[src/rtl/mem_port_arbiter.sv]
// Two-requester memory port arbiter: instruction fetch and load/store share one
// memory port, round-robin on contention, one outstanding transaction at a time.
module mem_port_arbiter #(
  parameter int WORD_LENGTH = 32,
  parameter int MEM_LATENCY = 1
) (
  input  logic                   clk,
  input  logic                   reset,
  input  logic                   if_req,
  input  logic [WORD_LENGTH-1:0] if_addr,
  output logic                   if_gnt,
  output logic                   if_rvalid,
  output logic [WORD_LENGTH-1:0] if_rdata,
  input  logic                   d_req,
  input  logic                   d_we,
  input  logic [WORD_LENGTH-1:0] d_addr,
  input  logic [WORD_LENGTH-1:0] d_wdata,
  output logic                   d_gnt,
  output logic                   d_rvalid,
  output logic [WORD_LENGTH-1:0] d_rdata,
  output logic [WORD_LENGTH-1:0] mem_addr,
  output logic [WORD_LENGTH-1:0] mem_wdata,
  output logic                   mem_we,
  output logic                   mem_re,
  input  logic [WORD_LENGTH-1:0] mem_rdata,
  output logic                   dbg_state
);

  // Handshake: a requester holds req until it sees its gnt; gnt and the memory
  // strobe are the same cycle, and rvalid pulses exactly MEM_LATENCY cycles later.

  typedef enum logic {
    S_IDLE = 1'b0,
    S_WAIT = 1'b1
  } state_t;

  localparam logic OWN_IF = 1'b0;
  localparam logic OWN_D  = 1'b1;
  localparam logic [3:0] LAT = 4'(MEM_LATENCY);

  state_t     state_q, state_d;
  logic [3:0] cnt_q, cnt_d;
  logic       last_owner_q, last_owner_d;
  logic       owner_q, owner_d;
  logic       we_q, we_d;

  logic idle_ok;
  logic if_win;
  logic d_win;
  logic done;

  always_comb begin
    // Reset also masks grants combinationally so nothing issues while it is held.
    idle_ok = (state_q == S_IDLE) && !reset;
    if_win  = idle_ok && if_req && (!d_req || (last_owner_q == OWN_D));
    d_win   = idle_ok && d_req && !if_win;
    done    = (state_q == S_WAIT) && (cnt_q == 4'd1);

    if_gnt    = if_win;
    d_gnt     = d_win;
    mem_addr  = if_win ? if_addr : (d_win ? d_addr : '0);
    mem_wdata = d_win ? d_wdata : '0;
    mem_re    = if_win || (d_win && !d_we);
    mem_we    = d_win && d_we;

    if_rvalid = done && (owner_q == OWN_IF);
    d_rvalid  = done && (owner_q == OWN_D);
    if_rdata  = if_rvalid ? mem_rdata : '0;
    d_rdata   = (d_rvalid && !we_q) ? mem_rdata : '0;

    dbg_state = state_q;
  end

  always_comb begin
    state_d      = state_q;
    cnt_d        = cnt_q;
    last_owner_d = last_owner_q;
    owner_d      = owner_q;
    we_d         = we_q;
    if (if_win || d_win) begin
      state_d      = S_WAIT;
      cnt_d        = LAT;
      owner_d      = d_win ? OWN_D : OWN_IF;
      we_d         = d_win && d_we;
      last_owner_d = d_win ? OWN_D : OWN_IF;
    end else if (state_q == S_WAIT) begin
      cnt_d = cnt_q - 4'd1;
      if (done) state_d = S_IDLE;
    end
  end

  always_ff @(posedge clk or posedge reset) begin
    if (reset) begin
      state_q      <= S_IDLE;
      cnt_q        <= 4'd0;
      last_owner_q <= OWN_D;
      owner_q      <= OWN_IF;
      we_q         <= 1'b0;
    end else begin
      state_q      <= state_d;
      cnt_q        <= cnt_d;
      last_owner_q <= last_owner_d;
      owner_q      <= owner_d;
      we_q         <= we_d;
    end
  end

endmodule

[config.mk]
export PLATFORM = sky130hd
export DESIGN_NAME = mem_port_arbiter
export DESIGN_NICKNAME = d
export VERILOG_FILES = /design/src/rtl/mem_port_arbiter.sv
export SDC_FILE = /design/constraint.sdc
export NUM_CORES = 1
export LEC_CHECK = 0
export BUFFER_PORTS_ARGS = -buffer_cell sky130_fd_sc_hd__buf_4
export CAP_MARGIN = 20
export CORE_AREA = 2 2 103 105
export CTS_BUF_LIST = sky130_fd_sc_hd__clkbuf_8 sky130_fd_sc_hd__clkbuf_16
export DETAILED_ROUTE_END_ITERATION = 12
export DIE_AREA = 0 0 105 107
export MAX_ROUTING_LAYER = met4
export SYNTH_ARGS = -nofsm -noshare
export SYNTH_HDL_FRONTEND = slang
export SYNTH_SLANG_ARGS = --single-unit
[constraint.sdc]
create_clock -name clk -period 1.9 [get_ports clk]
set_clock_uncertainty 0.15 [all_clocks]
set_input_delay 0 -clock clk [delete_from_list [all_inputs] [get_ports clk]]
set_output_delay 0 -clock clk [all_outputs]
set_load 0.05 [all_outputs]
==> run metrics <==
DP Wirelength=6830 um; Max FO, Critical Path=9; pin count of the biggest net entering global routing=39; Via density=4.10; Min Hold Slack=0.00641 ns; post-synthesis sequential area ratio=approximately 14%; Most used DFF post-synth=dfrtp_1; Leak=2.59 nW; Max Buffers Root-to-Sink=2; top cell type's share of synthesized area=between 40% and 50%; most frequent cell after synthesis=and2_1; initial drt markers=around 70; Synth Net Count=325; Async S/R FF share, synth=100%; DIE AREA=0.0112 mm^2; fraction of layout cells with a size suffix above 1=87.4%; Total Routed Length=a little under 10000 um; global route overflow=0; critical path data required time=approximately 1.8 ns; Yosys warning count=0; kind of start point of the critical path=register; DIE HEIGHT=about 110 um; top post-synthesis cells by count=and2_1, a22o_1, buf_2; TritonCTS clock tree=yes; Worst slew margin=74.9%; global-route wire length before repair=12900 um; setup TNS=-1.52 ns; I/O Buffers=267; worst setup margin=-0.0534 ns; cts bufs inserted=3; fillers=922; EDFF count, synth=0; Fmax=0.512 GHz; all-layer global routing usage=14.7%; average wire per standard cell=16.2 um; clk root buf=clkbuf_8; Starting Density=14.1%; Worst Hold Class=input pin to register; Hold Vio Cnt, Final=0; CP Class=register to output port; main area contributors after synthesis=and2_1, a22o_1, dfrtp_1; placer congestion estimate=approximately 0.78; setup violators final=51; syn_area_per_cell=approximately 7.5 um^2; Mapped Cells=190; number of iterations in the first detailed-routing pass=4; routed vias=2519; leading area contributor after synthesis=and2_1; core area=0.0101 mm^2; crit path DAT=1.80 ns; DRT antenna net count=0; clk_lat worst skew=0.23 ns; H-tree levels=1; Multi-input gate area=0.00150 mm^2; area taken by flip-flops and latches=approximately 200 um^2; failing checks=negative setup slack; Final #Nets=614; fin. max-slew vios=0; initial antenna violation count=0; final worst path period need=1.95 ns; outcome=finished, violations left; Die W=105 um; n_diodes=0; worst slew pin tran=about 0.38 ns; RSZ-0062 raised after global routing=true; # IOs=268; Layout area overhead=258%; Clock Sinks=8; Worst Setup End Kind=output port; DR DRC count=0; Synth Register Bits=8; clk slew on worst S/H paths=0.04 ns; synthesized area=~0.0014 mm^2; count of different cell masters after synthesis=26; VDD IR max=0.340 mV; max cap viols=0; vias in the first global route=2498; Rows=37; power density over the cells=810 mW/mm^2; Final period util=103%
==> per-stage QoR <==
step | util [%] | std cells | area [um^2] | power (W) | setup WS, ns
2_1_floorplan | - | 190 | 1690 | 0.00222 | -0.0564
3_3_place_gp | 38.2 | 584 | 3850 | 0.00305 | 0.163
3_5_place_dp | 38.2 | 584 | 3850 | 0.00307 | 0.145
4_1_cts | 45.8 | 601 | 4620 | 0.00378 | -0.0648
5_1_grt | 50.5 | 614 | 5100 | 0.00432 | -0.123
6_report | 50.5 | 614 | 5100 | 0.00413 | -0.0534
==> logic make-up (layout without fill, tap and decap cells) <==
logic type      after synthesis  count (layout)  synth area share [%]
compound gates               42              42                  24.8
simple gates                113             113                  48.8
buf+inv                      22             310                  8.60
fa+ha+maj                     2               2                  1.76
xor+xnor                      3               3                  1.84
flops                         8               8                  14.1
==> path summary, 6_finish.rpt <==
path | startpoint | endpoint | slack [ns] | cells after the start
worst min-delay path | d_req | cnt_q[3]$_DFFE_PP0P_ | 0.006 | 3
max in group asynchronous | reset | last_owner_q$_DFFE_PP1P_ | 1.13 | 3
worst max register to register | dbg_state$_DFF_PP0_ | owner_q$_DFFE_PP0P_ | 0.05 | 4
worst min register to register | we_q$_DFFE_PP0P_ | we_q$_DFFE_PP0P_ | 0.42 | 1
worst max-delay path | dbg_state$_DFF_PP0_ | mem_wdata[31] | -0.05 | 6
min in group asynchronous | reset | we_q$_DFFE_PP0P_ | 0.16 | 3
==> layout make-up <==
type | count | area share, %
Multi-Input combinational cell | 160 | 29.5
Sequential cell | 8 | 4.00
Inverter | 4 | 0.295
Clock inverter | 1 | 0.0737
Tap cell | 136 | 3.34
Clock buffer | 3 | 0.810
Timing Repair Buffer | 302 | 62.0
==> cells in the final DEF, fill, tap and decap left out, drive strengths merged <==
cell / n
ha: 2
dfrtp: 7
dlygate4sd3: 6
inv: 5
xor2: 1
o21a: 1
a21oi: 3
o21bai: 1
clkbuf: 8
and2: 97
nor4b: 1
or3b: 1
nor2: 6
nand4bb: 1
buf: 291
and3: 1
a22o: 33
a211oi: 1
nand2: 3
nor3: 1
nand2b: 2
o21ai: 2
a31oi: 1
dfstp: 1
xnor2: 2
==> what timing repair did <==
item                       in CTS  in global routing
hold buffers                    6                  0
resized for setup             171                 81
setup endpoints to repair     129                131
cloned                          4                  6
setup buffers                   3                  7
hold endpoints to repair       13                  0
pin swaps                      18                 34
==> worst max-delay path: stages (launching register included) <==
cell and delay [ns]:
dfrtp_2 0.39, or3b_4 0.39, a21oi_4 0.15, buf_6 0.17, clkbuf_16 0.16, and2_2 0.16
buf_8 0.14
==> state kept, by name, indices dropped and copies added (netlist names) <==
name / count
cnt_q: 4
we_q: 1
owner_q: 1
last_owner_q: 1
dbg_state: 1
==> power by group <==
part / internal [W] / switching [W]
Clock: 0.000140 / 0.0000716
Combinational: 0.00162 / 0.00192
Sequential: 0.000271 / 0.0000938
==> metal layers <==
metal | track usage, % | share of wire [%]
met1 | 15.8 | 37
met2 | 28.1 | 56
met3 | 2.98 | 5.8
met4 | 2.57 | 0.86
met5 | - | 0
No activity file was read; power rests on OpenSTA's default activity.
